$ cat src/rtl/odelay_sched_pkg.sv
// Shared types and constants for the ODELAYE3 lane update scheduler.
// Optional feature macro: DELAY_VERIFY_EN (read-back verify of the loaded tap value).
package odelay_sched_pkg;

    localparam int unsigned DW_DEF       = 9;
    localparam int unsigned WAIT_CYC_DEF = 16;

    typedef enum logic [2:0] {
        INIT    = 3'd0,
        IDLE    = 3'd1,
        VTC_LOW = 3'd2,
        LOAD    = 3'd3,
        SETTLE  = 3'd4,
        DONE    = 3'd5
    } state_t;

    // Width of a lane index; never narrower than one bit.
    function automatic int unsigned lane_w(input int unsigned n);
        return (n > 1) ? $clog2(n) : 1;
    endfunction

endpackage

$ cat src/rtl/rr_arbiter.sv
// Combinational round-robin arbiter: first requester at or after ptr wins.
module rr_arbiter #(
    parameter int unsigned N  = 16,
    parameter int unsigned LW = 4
) (
    input  logic [N-1:0]  req,
    input  logic [LW-1:0] ptr,
    output logic [N-1:0]  gnt_c,
    output logic [LW-1:0] gnt_idx_c,
    output logic          any_req_c
);

    logic [LW:0] idx;

    // Scan lanes ptr, ptr+1, ... with wrap and keep the first hit.
    always_comb begin
        gnt_c     = '0;
        gnt_idx_c = '0;
        any_req_c = 1'b0;
        idx       = '0;
        for (int unsigned i = 0; i < N; i++) begin
            idx = (LW+1)'(ptr) + (LW+1)'(i);
            if (idx >= (LW+1)'(N)) begin
                idx = idx - (LW+1)'(N);
            end
            if (!any_req_c && req[LW'(idx)]) begin
                any_req_c          = 1'b1;
                gnt_idx_c          = LW'(idx);
                gnt_c[LW'(idx)]    = 1'b1;
            end
        end
    end

endmodule

$ cat src/rtl/odelay_lane_sched.sv
// Round-robin scheduler running the ODELAYE3 VAR_LOAD sequence
// (VTC low, wait, LOAD pulse, wait, VTC high) for one lane at a time.
// Optional feature macro: DELAY_VERIFY_EN (sticky err on read-back mismatch).
module odelay_lane_sched
    import odelay_sched_pkg::*;
#(
    parameter int unsigned LANES    = 16,
    parameter int unsigned DW       = DW_DEF,
    parameter int unsigned WAIT_CYC = WAIT_CYC_DEF
) (
    input  logic                     clk_125m,
    input  logic                     rst_n,
    input  logic [LANES-1:0]         req,
    input  logic [LANES*DW-1:0]      req_value,
    output logic [LANES-1:0]         ack,
    input  logic [LANES-1:0]         delay_rdy,
    input  logic [LANES*DW-1:0]      delay_monitor,
    output logic [LANES-1:0]         delay_vtc,
    output logic [LANES-1:0]         delay_load,
    output logic [LANES*DW-1:0]      delay,
    output logic                     busy,
    output logic                     err,
    output logic [$clog2(LANES)-1:0] err_lane
);

    localparam int unsigned LW = lane_w(LANES);
    localparam int unsigned CW = $clog2(WAIT_CYC + 1);

    state_t          state_q, state_d;
    logic [CW-1:0]   cnt_q, cnt_d;
    logic [LW-1:0]   ptr_q;
    logic [LW-1:0]   gnt_q;

    logic [LANES-1:0] gnt_oh_c;
    logic [LW-1:0]    gnt_idx_c;
    logic             any_req_c;

    logic [DW-1:0] rv_a    [LANES];
    logic [DW-1:0] dm_a    [LANES];
    logic [DW-1:0] delay_q [LANES];

    logic          grant_c;
    logic          start_c;
    logic          load_on_c;
    logic          load_off_c;
    logic          done_c;
    logic [LW-1:0] done_idx_c;

    // Per-lane views of the flat buses.
    for (genvar k = 0; k < LANES; k++) begin : g_lane
        assign rv_a[k]            = req_value[k*DW +: DW];
        assign dm_a[k]            = delay_monitor[k*DW +: DW];
        assign delay[k*DW +: DW]  = delay_q[k];
    end

    rr_arbiter #(
        .N  (LANES),
        .LW (LW)
    ) u_arb (
        .req       (req),
        .ptr       (ptr_q),
        .gnt_c     (gnt_oh_c),
        .gnt_idx_c (gnt_idx_c),
        .any_req_c (any_req_c)
    );

    // State and wait-counter register.
    always_ff @(posedge clk_125m or negedge rst_n) begin
        if (!rst_n) begin
            state_q <= INIT;
            cnt_q   <= '0;
        end else begin
            state_q <= state_d;
            cnt_q   <= cnt_d;
        end
    end

    // Next state, wait counter and per-transition strobes; counter clears on every state entry.
    always_comb begin
        state_d    = state_q;
        cnt_d      = cnt_q + CW'(1);
        grant_c    = 1'b0;
        start_c    = 1'b0;
        load_on_c  = 1'b0;
        load_off_c = 1'b0;
        done_c     = 1'b0;
        done_idx_c = gnt_q;
        unique case (state_q)
            INIT: begin
                cnt_d = '0;
                if (&delay_rdy) begin
                    state_d = IDLE;
                end
            end
            IDLE: begin
                cnt_d = '0;
                if (any_req_c) begin
                    grant_c    = 1'b1;
                    done_idx_c = gnt_idx_c;
                    if (rv_a[gnt_idx_c] == dm_a[gnt_idx_c]) begin
                        state_d = DONE;
                        done_c  = 1'b1;
                    end else begin
                        state_d = VTC_LOW;
                        start_c = 1'b1;
                    end
                end
            end
            VTC_LOW: begin
                if (cnt_q == CW'(WAIT_CYC - 1)) begin
                    state_d   = LOAD;
                    cnt_d     = '0;
                    load_on_c = 1'b1;
                end
            end
            LOAD: begin
                state_d    = SETTLE;
                cnt_d      = '0;
                load_off_c = 1'b1;
            end
            SETTLE: begin
                if (cnt_q == CW'(WAIT_CYC - 1)) begin
                    state_d = DONE;
                    cnt_d   = '0;
                    done_c  = 1'b1;
                end
            end
            DONE: begin
                state_d = IDLE;
                cnt_d   = '0;
            end
            default: begin
                state_d = INIT;
                cnt_d   = '0;
            end
        endcase
    end

    // Registered lane outputs; only the granted lane's vtc/load/delay ever move.
    always_ff @(posedge clk_125m or negedge rst_n) begin
        if (!rst_n) begin
            ptr_q      <= '0;
            gnt_q      <= '0;
            ack        <= '0;
            delay_vtc  <= '1;
            delay_load <= '0;
            busy       <= 1'b1;
            for (int k = 0; k < LANES; k++) begin
                delay_q[k] <= '0;
            end
        end else begin
            ack  <= '0;
            busy <= (state_d != IDLE);
            if (grant_c) begin
                gnt_q <= gnt_idx_c;
                ptr_q <= (gnt_idx_c == LW'(LANES - 1)) ? '0 : gnt_idx_c + LW'(1);
            end
            for (int k = 0; k < LANES; k++) begin
                if (start_c && gnt_oh_c[k]) begin
                    delay_vtc[k] <= 1'b0;
                    delay_q[k]   <= rv_a[k];
                end
            end
            if (load_on_c) begin
                delay_load[gnt_q] <= 1'b1;
            end
            if (load_off_c) begin
                delay_load[gnt_q] <= 1'b0;
            end
            if (done_c) begin
                delay_vtc[done_idx_c] <= 1'b1;
                ack[done_idx_c]       <= 1'b1;
            end
        end
    end

`ifdef DELAY_VERIFY_EN
    // Read-back check of the loaded value, registered on DONE entry so err lines up with ack.
    always_ff @(posedge clk_125m or negedge rst_n) begin
        if (!rst_n) begin
            err      <= 1'b0;
            err_lane <= '0;
        end else if (done_c && (state_q == SETTLE) && (dm_a[gnt_q] != delay_q[gnt_q])) begin
            err      <= 1'b1;
            err_lane <= gnt_q;
        end
    end
`else
    // Verify logic absent.
    assign err      = 1'b0;
    assign err_lane = '0;
`endif

endmodule

$ cat config.mk
export PLATFORM = sky130hd
export DESIGN_NAME = odelay_lane_sched
export DESIGN_NICKNAME = d
export VERILOG_FILES = /design/src/rtl/odelay_sched_pkg.sv /design/src/rtl/rr_arbiter.sv /design/src/rtl/odelay_lane_sched.sv
export SDC_FILE = /design/constraint.sdc
export NUM_CORES = 1
export LEC_CHECK = 0
export ABC_AREA = 1
export CORE_AREA = 2 2 204 206
export CTS_BUF_LIST = sky130_fd_sc_hd__clkbuf_2
export DETAILED_ROUTE_END_ITERATION = 10
export DIE_AREA = 0 0 206 208
export PLACE_DENSITY = 0.68
export SETUP_SLACK_MARGIN = 0.02
export SYNTH_ARGS = -nofsm -noshare
export SYNTH_HDL_FRONTEND = slang
export SYNTH_SLANG_ARGS = --single-unit
$ cat constraint.sdc
create_clock -name clk_125m -period 6.7 [get_ports clk_125m]
set_input_delay 0.67 -clock clk_125m [delete_from_list [all_inputs] [get_ports clk_125m]]
set_output_delay 0.67 -clock clk_125m [all_outputs]
set_load 0.02 [all_outputs]
==> impl_metrics.toml, run 1 <==
[sta]
timing.final.hold_violations = 0
final.min_clock_period_ps = 6349
final.setup_skew_ps = 64.32
slew-limit-headroom_pct = 28.64
timing_worst_slew_pin_value_ps = 1070
hold_ws_ps = 213.0
setup-tns-final_ps = 0
drv_slew = 0
min_period_over_period_pct = 94.76
setup_viol = 0
max_clock_freq_mhz = 157.5
grt_setup_unrepaired = "no"

[synthesis]
synth-edff-count = 0
post-synth-top-area-fraction_pct = 29.02
yosysSeqAreaShare_pct = 31.71
post_synth_main_area_contributors = "sky130_fd_sc_hd__dfrtp_1 (29%), sky130_fd_sc_hd__nand2_1 (19%), sky130_fd_sc_hd__nand3_1 (11%), sky130_fd_sc_hd__inv_1 (7.5%), sky130_fd_sc_hd__nor2_1 (3.4%)"
syn_area_sq_um = 16560
synthArstFlopShare_pct = 100.0
yosys_most_used_dff = "sky130_fd_sc_hd__dfrtp_1"
netlist-cell-type-count = 50
postSynthRegisterBits = 209
netlist.top_cell.by_area = "sky130_fd_sc_hd__dfrtp_1"
post_synthesis_cell_count = 2541
synth-warning-count = 0
syn_area_per_cell_sq_um = 6.516

[worst_hold_path]
timing.hold.worst.class = "in -> async"

[finish]
regArea_sq_um = 5251
area_growth_pct = 40.07
core_util_final_pct = 57.19
mostFrequentLayoutCell = "sky130_fd_sc_hd__nand2_1"
layout.cells.most_common_list = "sky130_fd_sc_hd__nand2_1 (816), sky130_fd_sc_hd__clkdlybuf4s50_1 (513), sky130_fd_sc_hd__nand3_1 (352), sky130_fd_sc_hd__inv_1 (333), sky130_fd_sc_hd__dfrtp_1 (192)"
nets = 3407
summed_area_of_non_filler_cells_in_the_final_layout_sq_um = 23190
multiInputGateArea_sq_um = 9203
nFillCells = 3958
fin_cells = 3658
post_route_cells_drive_above_1_share_pct = 10.49

[worst_setup_path]
reg2reg_to = "delay_vtc[15]"
critPathSlowestCell = "sky130_fd_sc_hd__nor2_1"
critical_path.most_common_cell = "sky130_fd_sc_hd__nand2_1"
cpPeakStageDelay_ps = 410
worst-endpoint-arrival_ps = 7260
critPathRequiredTime_ps = 7610
worst-r2r-setup-slack_ps = 350
worst_r2r_startpoint = "ptr_q[1]"
r2r.worst_path.cells = 33
worst-setup-path-type = "reg -> reg"
critical_path_peak_fanout = 66
worst_setup_path_end_kind = "register"
launching_element_type_of_the_critical_path = "register"

[cts]
cts-htree-levels = 2
clock_sink_count = 209
path_clk_slew_ps = 120
cts-root-buf = "sky130_fd_sc_hd__clkbuf_2"
postCtsSetupRepairBufs = 0
tritoncts = "done"
numCtsBuffers = 55
clk_path_buf_depth = 3
clkLatencyLatePin_ps = 1000

[routing]
route.detailed.wl_per_inst_um = 21.91
wirelength_um = 80130
detailed_route_drc_error_count = 0
number_of_vias_in_the_routed_layout = 20146
drtIter0Drc = 2083
via_per_inst = 5.507
antenna_violating_nets_post_route = 0
drt-pass1-iter-count = 9

[global_routing]
antenna_found_initial = 10
vias_in_the_first_global_route = 19480
gr_ovfl_total = 0
globalRouteTotalUtil_pct = 36.63
maximum_number_of_pins_on_one_net_before_global_route_repair = 78
grt_pass1_wl_um = 118700

[power_and_ir_drop]
powerDensity_nw_per_um2 = 127.0
clkPwrFrac_pct = 32.9
power.net_switching_mw = 1.005
switching_share_pct = 34.12
total_leakage_power_nw = 11.34
sequentialPowerShare_pct = 42.8
irDropWorstVdd_mv = 0.09024
gate_power_share_pct = 24.3
power.internal_mw = 1.940

[place]
place.port_buffers = 514
placement.cell_area_sq_um = 22630
count_of_placed_standard_cells_including_taps = 3544
dp.final_hpwl_um = 61870
place.gp.congestion = 1.028

[floorplan]
die_y_um = 208
die_width_um = 206
floorplan.initialDensity_pct = 40.83
std_cell_rows = 74
floorplan.io_pins = 520
core_sq_um = 40550
die_area_sq_um = 42850

[outcome]
outcome = "finished, final reports clean"

[run]
max_cap_viol_count = 0
## metrics by stage
stage | worst slack [ps] | power, mW
after CTS | 446.3 | 2.962
after detailed placement | 501.5 | 1.992
after global routing | 30.83 | 3.085
final | 351.1 | 2.945
after floorplan | 2019 | 1.636
after global placement | 458.5 | 1.989
## power by group through the flow
stage	Combinational (mW)	Sequential, mW	Clock, mW
finish	0.714	1.26	0.969
global placement	0.703	1.29	0
CTS	0.710	1.26	0.990
global route	0.779	1.26	1.04
detailed placement	0.707	1.29	0
floorplan	0.350	1.29	0
## synth_stat cells (6+ instances only)
cell type and count:
sky130_fd_sc_hd__o21ai_1 33, sky130_fd_sc_hd__nand3_4 8, sky130_fd_sc_hd__nand2_1 817, sky130_fd_sc_hd__o211ai_1 48
sky130_fd_sc_hd__a21oi_1 81, sky130_fd_sc_hd__a221oi_1 25, sky130_fd_sc_hd__nand3_1 352, sky130_fd_sc_hd__dfstp_2 17
sky130_fd_sc_hd__nor2_1 149, sky130_fd_sc_hd__nor2_2 6, sky130_fd_sc_hd__nand3_2 14, sky130_fd_sc_hd__o21ai_2 55
sky130_fd_sc_hd__nand4_1 12, sky130_fd_sc_hd__o2111ai_1 23, sky130_fd_sc_hd__inv_2 13, sky130_fd_sc_hd__buf_2 61
sky130_fd_sc_hd__buf_4 25, sky130_fd_sc_hd__nand2_2 12, sky130_fd_sc_hd__ha_1 15, sky130_fd_sc_hd__dfrtp_1 192
sky130_fd_sc_hd__nor3_1 11, sky130_fd_sc_hd__clkbuf_1 25, sky130_fd_sc_hd__buf_6 20, sky130_fd_sc_hd__nand3b_1 30
sky130_fd_sc_hd__inv_1 333, sky130_fd_sc_hd__o21ai_0 104
## timing repair
action	in CTS	in global routing
setup endpoints to repair	0	23
resized for setup	0	1
hold buffers	1	0
endpoints found under the hold margin	64	0
## cells by family (layout without fill, tap and decap cells)
family / count (synthesis) / after routing / synth area share (%)
AO/OA/AOI/OAI: 387 / 387 / 15.09
other: 1 / 15 / 0.02265
XOR/XNOR: 4 / 4 / 0.3023
buffers and inverters: 487 / 1058 / 13.06
AND/OR/NAND/NOR: 1438 / 1438 / 38.67
adder cells (fa/ha/maj): 15 / 15 / 1.133
flip-flops: 209 / 209 / 31.71
## critical path, delay by kind of cell (launching register included)
family | cells | cell delay (ps)
adders and majority gates | 1 | 370
DFF | 1 | 330
and+or+nand+nor | 24 | 4140
buffers and inverters | 7 | 1210
AOI/OAI and AO/OA | 1 | 140
## flip-flops by register name, indices dropped and copies added, names as in the netlist, named ones only
name / cells
delay: 144
ack: 16
delay_vtc: 16
delay_load: 15
cnt_q: 5
gnt_q: 4
ptr_q: 4
state_q: 3
busy: 1
## per-layer routing
| metal | vias up | global-route usage, % | wire [um] |
|---|---|---|---|
| met1 | 9538 | 45.58 | 31620 |
| met2 | 1067 | 60.87 | 37830 |
| met4 | 0 | 17.44 | 4367 |
| met5 | - | 0 | 0 |
| met3 | 210 | 6.798 | 6322 |
| li1 | 9331 | - | - |
## final cells by class
| class | instances | share of cell area [%] |
|---|---|---|
| Inverter | 351 | 5.697 |
| Sequential cell | 209 | 22.64 |
| Clock inverter | 24 | 0.5556 |
| Timing Repair Buffer | 604 | 26.75 |
| Clock buffer | 79 | 1.705 |
| Antenna cell | 10 | 0.1079 |
| Tap cell | 532 | 2.870 |
| Multi-Input combinational cell | 1849 | 39.68 |
## worst max-delay path by stage
stage,depth (start not counted),slack [ps],end,start
finish,33,350,delay_vtc[15],ptr_q[1]
global route,35,30,delay_vtc[4],ptr_q[1]
CTS,36,450,delay_vtc[13],ptr_q[1]
detailed placement,36,500,delay_vtc[8],ptr_q[1]
global placement,36,460,delay_vtc[8],ptr_q[1]
floorplan,35,2020,delay[100],ptr_q[1]
Note: power is estimated with default switching activity, not from simulation.
==> run 2: changes to the inputs <==
--- a/config.mk
+++ b/config.mk
@@ -6,6 +6,7 @@
 export NUM_CORES = 1
 export LEC_CHECK = 0
 export ABC_AREA = 1
+export ABC_CLOCK_PERIOD_IN_PS = 6700
 export CORE_AREA = 2 2 204 206
 export CTS_BUF_LIST = sky130_fd_sc_hd__clkbuf_2
 export DETAILED_ROUTE_END_ITERATION = 10
==> constraint.sdc (replaced) <==
create_clock -name clk_125m -period 6.7 [get_ports clk_125m]
set_input_delay 0.67 -clock clk_125m [delete_from_list [all_inputs] [get_ports clk_125m]]
set_output_delay 0.67 -clock clk_125m [all_outputs]
set_load 0.05 [all_outputs]
==> results of run 2 <==
The final DEF is identical to that of run 1. Status: finished, final reports clean.
Main changes from that run: total power 2.945 mW -> 2.949 mW
